### src/rtl/imem_arb_pkg.sv
// Shared definitions for the instruction-memory arbiter: state encoding,
// default memory depth, reset fetch vector and the word-range helper.
package imem_arb_pkg;

  localparam int unsigned ROM_SIZE_DEF = 256;
  localparam logic [31:0] RESET_VECTOR = 32'h0000_0000;

  typedef enum logic {
    ST_BOOT = 1'b0,
    ST_RUN  = 1'b1
  } arb_state_t;

  // Word index is the byte address with bit 31 and the byte offset stripped.
  function automatic logic in_range(input logic [28:0] idx, input int unsigned size);
    return ({3'b000, idx} < size);
  endfunction

endpackage

### src/rtl/imem_arb_if.sv
// Bus bundle between the arbiter, its two requesters and the single-port memory.
interface imem_arb_if #(
  parameter int AW = 8
);
  logic          boot_done;
  logic          f_req;
  logic [31:0]   f_addr;
  logic          f_gnt;
  logic          f_rvalid;
  logic [31:0]   f_rdata;
  logic          l_req;
  logic          l_we;
  logic [31:0]   l_addr;
  logic [31:0]   l_wdata;
  logic          l_gnt;
  logic          l_rvalid;
  logic [31:0]   l_rdata;
  logic          m_en;
  logic          m_we;
  logic [AW-1:0] m_addr;
  logic [31:0]   m_wdata;
  logic [31:0]   m_rdata;

  modport slave (
    input  boot_done, f_req, f_addr, l_req, l_we, l_addr, l_wdata, m_rdata,
    output f_gnt, f_rvalid, f_rdata, l_gnt, l_rvalid, l_rdata,
           m_en, m_we, m_addr, m_wdata
  );

  modport master (
    output boot_done, f_req, f_addr, l_req, l_we, l_addr, l_wdata, m_rdata,
    input  f_gnt, f_rvalid, f_rdata, l_gnt, l_rvalid, l_rdata,
           m_en, m_we, m_addr, m_wdata
  );
endinterface

### src/rtl/imem_arb_age.sv
// Loader starvation counter: counts consecutive refused loader cycles in RUN
// and flags when the loader must be forced through.
module imem_arb_age #(
  parameter int MAX_WAIT = 4,
  parameter int CW       = (MAX_WAIT < 1) ? 1 : $clog2(MAX_WAIT + 1)
) (
  input  logic clk,
  input  logic reset,
  input  logic i_run,
  input  logic i_l_req,
  input  logic i_l_gnt,
  output logic o_force
);

  logic [CW-1:0] r_wait_cnt;

  always_ff @(posedge clk or negedge reset) begin
    if (!reset) begin
      r_wait_cnt <= '0;
    end else if (!i_l_req || i_l_gnt) begin
      r_wait_cnt <= '0;
    end else if (i_run && (r_wait_cnt != CW'(MAX_WAIT))) begin
      r_wait_cnt <= r_wait_cnt + CW'(1);
    end
  end

  assign o_force = (r_wait_cnt == CW'(MAX_WAIT));

endmodule

### src/rtl/imem_arb.sv
// Arbiter sharing one single-port instruction memory between CPU fetch and a
// loader; loader owns the memory during boot, fetch has priority afterwards.
//
//   state   | meaning
//   ST_BOOT | loader granted whenever it requests, fetch held off
//   ST_RUN  | fetch by default, loader when fetch idle or starved
module imem_arb
  import imem_arb_pkg::*;
#(
  parameter int ROM_SIZE = ROM_SIZE_DEF,
  parameter int MAX_WAIT = 4,
  parameter int AW       = $clog2(ROM_SIZE)
) (
  input  logic       clk,
  input  logic       reset,
  imem_arb_if.slave  bus
);

  arb_state_t  r_state;
  arb_state_t  w_state_nxt;
  logic        w_run;
  logic        w_force;
  logic        w_f_gnt;
  logic        w_l_gnt;
  logic        w_f_acc;
  logic        w_l_acc;
  logic        w_in_range;
  logic [31:0] w_addr;
  logic [28:0] w_idx;
  logic        r_rsp_f;
  logic        r_rsp_l;
  logic        r_rsp_oor;
  logic        w_unused_bits;

  assign w_run = (r_state == ST_RUN);

  always_ff @(posedge clk or negedge reset) begin
    if (!reset) begin
      r_state <= ST_BOOT;
    end else begin
      r_state <= w_state_nxt;
    end
  end

  // Grants are forced low while reset is held so nothing reaches the memory.
  always_comb begin
    w_state_nxt = r_state;
    w_f_gnt     = 1'b0;
    w_l_gnt     = 1'b0;
    if (reset) begin
      case (r_state)
        ST_BOOT: begin
          w_l_gnt = bus.l_req;
          if (bus.boot_done) begin
            w_state_nxt = ST_RUN;
          end
        end
        ST_RUN: begin
          if (bus.l_req && (!bus.f_req || w_force)) begin
            w_l_gnt = 1'b1;
          end else begin
            w_f_gnt = bus.f_req;
          end
        end
        default: w_state_nxt = ST_BOOT;
      endcase
    end
  end

  imem_arb_age #(
    .MAX_WAIT (MAX_WAIT)
  ) u_age (
    .clk     (clk),
    .reset   (reset),
    .i_run   (w_run),
    .i_l_req (bus.l_req),
    .i_l_gnt (w_l_gnt),
    .o_force (w_force)
  );

  assign w_f_acc    = bus.f_req & w_f_gnt;
  assign w_l_acc    = bus.l_req & w_l_gnt;
  assign w_addr     = w_l_gnt ? bus.l_addr : bus.f_addr;
  assign w_idx      = w_addr[30:2];
  assign w_in_range = in_range(w_idx, ROM_SIZE);

  assign bus.f_gnt   = w_f_gnt;
  assign bus.l_gnt   = w_l_gnt;
  assign bus.m_en    = (w_f_acc | w_l_acc) & w_in_range;
  assign bus.m_we    = w_l_acc & bus.l_we & w_in_range;
  assign bus.m_addr  = w_idx[AW-1:0];
  assign bus.m_wdata = w_l_acc ? bus.l_wdata : 32'h0;

  // Owner and range are captured at acceptance so a grant in the response
  // cycle can reuse the memory without disturbing the returning data.
  always_ff @(posedge clk or negedge reset) begin
    if (!reset) begin
      r_rsp_f   <= 1'b0;
      r_rsp_l   <= 1'b0;
      r_rsp_oor <= 1'b0;
    end else begin
      r_rsp_f   <= w_f_acc;
      r_rsp_l   <= w_l_acc & ~bus.l_we;
      r_rsp_oor <= ~w_in_range;
    end
  end

  assign bus.f_rvalid = r_rsp_f;
  assign bus.l_rvalid = r_rsp_l;
  assign bus.f_rdata  = (r_rsp_f && !r_rsp_oor) ? bus.m_rdata : 32'h0;
  assign bus.l_rdata  = (r_rsp_l && !r_rsp_oor) ? bus.m_rdata : 32'h0;

  assign w_unused_bits = ^{w_addr[31], w_addr[1:0]};

endmodule

### src/flat_wrapper.sv
// flat-port wrapper written by rule: the top's interface ports become plain ports
module imem_arb_flat import imem_arb_pkg::*;
#(
  parameter int ROM_SIZE = ROM_SIZE_DEF,
  parameter int MAX_WAIT = 4,
  parameter int AW       = $clog2(ROM_SIZE)
)
  (clk, reset, bus_boot_done, bus_f_req, bus_f_addr, bus_l_req, bus_l_we, bus_l_addr, bus_l_wdata, bus_m_rdata, bus_f_gnt, bus_f_rvalid, bus_f_rdata, bus_l_gnt, bus_l_rvalid, bus_l_rdata, bus_m_en, bus_m_we, bus_m_addr, bus_m_wdata);
  imem_arb_if #(.AW(AW)) bus_i ();
  input  logic clk;
  input  logic reset;
  input wire logic [$bits(bus_i.boot_done)-1:0] bus_boot_done;
  input wire logic [$bits(bus_i.f_req)-1:0] bus_f_req;
  input wire logic [$bits(bus_i.f_addr)-1:0] bus_f_addr;
  input wire logic [$bits(bus_i.l_req)-1:0] bus_l_req;
  input wire logic [$bits(bus_i.l_we)-1:0] bus_l_we;
  input wire logic [$bits(bus_i.l_addr)-1:0] bus_l_addr;
  input wire logic [$bits(bus_i.l_wdata)-1:0] bus_l_wdata;
  input wire logic [$bits(bus_i.m_rdata)-1:0] bus_m_rdata;
  output wire logic [$bits(bus_i.f_gnt)-1:0] bus_f_gnt;
  output wire logic [$bits(bus_i.f_rvalid)-1:0] bus_f_rvalid;
  output wire logic [$bits(bus_i.f_rdata)-1:0] bus_f_rdata;
  output wire logic [$bits(bus_i.l_gnt)-1:0] bus_l_gnt;
  output wire logic [$bits(bus_i.l_rvalid)-1:0] bus_l_rvalid;
  output wire logic [$bits(bus_i.l_rdata)-1:0] bus_l_rdata;
  output wire logic [$bits(bus_i.m_en)-1:0] bus_m_en;
  output wire logic [$bits(bus_i.m_we)-1:0] bus_m_we;
  output wire logic [$bits(bus_i.m_addr)-1:0] bus_m_addr;
  output wire logic [$bits(bus_i.m_wdata)-1:0] bus_m_wdata;
  assign bus_i.boot_done = bus_boot_done;
  assign bus_i.f_req = bus_f_req;
  assign bus_i.f_addr = bus_f_addr;
  assign bus_i.l_req = bus_l_req;
  assign bus_i.l_we = bus_l_we;
  assign bus_i.l_addr = bus_l_addr;
  assign bus_i.l_wdata = bus_l_wdata;
  assign bus_i.m_rdata = bus_m_rdata;
  assign bus_f_gnt = bus_i.f_gnt;
  assign bus_f_rvalid = bus_i.f_rvalid;
  assign bus_f_rdata = bus_i.f_rdata;
  assign bus_l_gnt = bus_i.l_gnt;
  assign bus_l_rvalid = bus_i.l_rvalid;
  assign bus_l_rdata = bus_i.l_rdata;
  assign bus_m_en = bus_i.m_en;
  assign bus_m_we = bus_i.m_we;
  assign bus_m_addr = bus_i.m_addr;
  assign bus_m_wdata = bus_i.m_wdata;
  imem_arb #(.ROM_SIZE(ROM_SIZE), .MAX_WAIT(MAX_WAIT), .AW(AW)) u_core (.clk(clk), .reset(reset), .bus(bus_i));
endmodule
### config.mk
export PLATFORM = sky130hd
export DESIGN_NAME = imem_arb_flat
export DESIGN_NICKNAME = d
export VERILOG_FILES = /design/src/rtl/imem_arb_pkg.sv /design/src/rtl/imem_arb_if.sv /design/src/rtl/imem_arb_age.sv /design/src/rtl/imem_arb.sv /design/src/flat_wrapper.sv
export SDC_FILE = /design/constraint.sdc
export NUM_CORES = 1
export LEC_CHECK = 0
export BUFFER_PORTS_ARGS = -buffer_cell sky130_fd_sc_hd__buf_4
export CAP_MARGIN = 20
export CORE_AREA = 8 8 89 91
export CTS_BUF_LIST = sky130_fd_sc_hd__clkbuf_8
export CTS_CLUSTER_DIAMETER = 150
export DETAILED_ROUTE_END_ITERATION = 6
export DIE_AREA = 0 0 97 99
export GPL_ROUTABILITY_DRIVEN = 0
export RECOVER_POWER = 50
export REMOVE_ABC_BUFFERS = 1
export SETUP_SLACK_MARGIN = 0.5
export SLEW_MARGIN = 20
export SYNTH_ARGS = -nofsm -noshare
export SYNTH_HDL_FRONTEND = slang
export SYNTH_HIERARCHICAL = 1
export SYNTH_SLANG_ARGS = --single-unit
### constraint.sdc
create_clock -name clk -period 4 [get_ports clk]
set_clock_uncertainty 0.1 [all_clocks]
set_input_delay 0.6 -clock clk [delete_from_list [all_inputs] [get_ports clk]]
set_output_delay 0.6 -clock clk [all_outputs]
set_load 0.01 [all_outputs]
==> summary.txt <==
STA
  • Unrepaired setup endpoints after global routing: false
  • Fmax: 312.3 MHz
  • Final Hold Slack: 0.2094 ns
  • Final Hold Viols: 0
  • Final Setup Violations: 0
  • Final period util: 0.8005
  • Max Slew Vio Count: 0
  • Minimum clock period: 3.202 ns
  • Slew headroom: 0.3102
  • TNS Setup: 0 ns
  • Slew @ Worst Pin: 1.035 ns

Setup path
  • Most frequent cell on the critical path: buf_4
  • Reg2Reg Capture Point: u_core/u_age/r_wait_cnt[0]
  • Crit-path cells: clkbuf_1 -> o211a_1 -> buf_4 -> mux2_2 -> buf_4
  • Startpoint Class: input pin
  • Delay of the slowest critical-path stage: 0.65 ns
  • R2r startpoint: u_core/u_age/r_wait_cnt[0]
  • Crit end category: output port
  • Crit Path Class: in -> out
  • Register-to-Register Path Depth: 6
  • Crit-path slowest cell: o211a_1
  • WP data arrival: 2.50 ns
  • Worst-path fanout max: 28
  • Reg2reg setup slack: 1.91 ns
  • Worst EP required: 3.30 ns

Run
  • Max cap viols: 0

Synthesis
  • Cell Area, Synth: 1237 um^2
  • Syn Area/Cell: 7.454 um^2
  • Syn. warnings: 6
  • Synth unique cells: 26
  • Yosys top cell by area: and2_1
  • Count leader, synth: and2_1
  • Synth Flop Type: dfrtp_1
  • Largest cells by area after synthesis: and2_1 49%, dfrtp_1 14%, mux2_4 4.9%, nor4_1 4.0%, mux2_2 3.6%
  • Top post-synthesis cells by count: 97 x and2_1, 9 x clkbuf_1, 8 x nor4_1, 7 x dfrtp_1
  • Post-synthesis sequential area ratio: 0.1416
  • Fraction of registers with async set/reset: 1.000
  • Post-synth top area share: 0.4904
  • Number of enable flip-flop cells after synthesis: 0
  • Flops & latches, synth: 7
  • Synthesized instance count: 166

Routing
  • DR iter-0 viols: 14
  • Via/cell ratio: 4.142
  • DR pass1 iterations: 3
  • DR DRC count: 0
  • Routed Antenna Nets: 0
  • Average routed wire per standard cell: 16.05 um
  • Via count: 1984
  • Drt total wl: 7.688 mm

Final layout
  • Final core occ: 0.4604
  • Area Overhead vs Synth: 144.4%
  • Final Net Count: 536
  • Filler Cell Count: 710
  • Antenna cell count: 0
  • Layout cell share with drive strength beyond 1: 0.5639
  • Design Area, Final: 3024 um^2

Power and ir drop
  • LEAKAGE: 1.647 nW
  • PwrDens: 116.0 nW/um^2
  • Total power: 350.9 uW
  • Maximum VDD drop: 0.1094 mV

GRT
  • Vias in the first global route: 2211
  • GRT overflow: 0
  • Antenna violations before repair: 0
  • First-pass GRT wire length: 11.64 mm
  • Largest net degree at the start of global routing: 33
  • Tot GR Track Use: 0.1473

Die
  • Initial Util: 0.1884
  • Core area: 6569 um^2
  • Row count: 30
  • Die width: 97 um
  • Die H: 99 um
  • Die footprint: 9603 um^2
  • # IOs: 244

Clock network
  • Post-cts sizing count: 0
  • Root Buffer: clkbuf_8
  • Max Buffers Root-to-Sink: 2
  • Htree depth: 1
  • Setup Buffers After CTS: 0
  • CTS Sinks: 7
  • # hold bufs at CTS: 0
  • Worst-Skew Late Latency: 0.23 ns
  • CTS clock-pin slew for the worst setup and hold paths: 0.04 ns
  • TritonCTS Buffers: 3
  • TritonCTS clock tree: yes

Placed design
  • HPWL after detailed placement: 7.069 mm
  • Input/output buffers: 237
  • DP Area: 3083 um^2

Worst hold path
  • Hold WC Path Type: in -> async

Run status
  • Status: complete, no violations
==> where the power goes <==
group / total, mW / switching (mW) / internal (mW)
clock: 0.0954 / 0.0292 / 0.0662
sequential: 0.0790 / 0.00349 / 0.0755
combinational: 0.177 / 0.0562 / 0.120
==> critical path, delay by kind of cell <==
family          cells  cell delay (ns)
compound gates      1             0.65
buf+inv             3             0.88
mux                 1             0.36
==> flip-flops by register name (all words and copies together) (netlist names) <==
signal                   count
u_core/bus.f_rvalid          1
u_core/bus.l_rvalid          1
u_core/r_rsp_oor             1
u_core/r_state               1
u_core/u_age/r_wait_cnt      3
==> layer usage <==
metal	global-route usage	wire, um	share of wire
met3	0.07138	988	0.13
met5	0	0	0
met1	0.1362	2698	0.35
met2	0.2859	3969	0.52
met4	0.02485	31	0.0040
==> worst max-delay path by stage <==
stage          slack, ns  depth (start not counted)       endpoint                       start
6_report            0.80                          5  bus_m_addr[1]                       reset
5_1_grt             0.59                          5  bus_m_addr[1]                       reset
4_1_cts             0.75                          7  bus_m_addr[1]  u_core/u_age/r_wait_cnt[0]
3_5_place_dp        0.99                          7  bus_m_addr[1]  u_core/u_age/r_wait_cnt[0]
3_3_place_gp        0.98                          7  bus_m_addr[1]  u_core/u_age/r_wait_cnt[0]
2_1_floorplan       1.20                          6       bus_m_we  u_core/u_age/r_wait_cnt[0]
==> cells in the final DEF (no fill, tap or decap), drive strengths merged, types with 7 or more instances in the layout <==
cell type,Yosys,layout
buf,2,214
mux2,8,8
clkbuf,9,29
nor4,8,8
dfrtp,7,7
and2,97,97
==> cell type report <==
cell class / instances / area [um^2] / share of cell area
inverters: 2 / 7.507 / 0.002482
clock inverters: 1 / 3.754 / 0.001241
repair buffers: 240 / 1704 / 0.5635
well taps: 80 / 100.1 / 0.03310
flip-flops and latches: 7 / 175.2 / 0.05792
multi-input cells: 146 / 992.2 / 0.3281
clock buffers: 3 / 41.29 / 0.01365
==> stage by stage <==
stage / std cells / worst slack, ns
floorplan: 155 / 1.200
global route: 479 / 0.5880
CTS: 479 / 0.7521
detailed placement: 475 / 0.9920
global placement: 475 / 0.9825
finish: 479 / 0.7981
==> cell families after synthesis <==
kind of cell | Yosys count | share of synthesized area
AOI/OAI and AO/OA | 7 | 0.03944
adders and majority gates | 2 | 0.02022
buffers and inverters | 13 | 0.05157
DFF | 7 | 0.1416
muxes | 10 | 0.1011
and+or+nand+nor | 127 | 0.6461
Note: power is estimated with default switching activity, not from simulation.
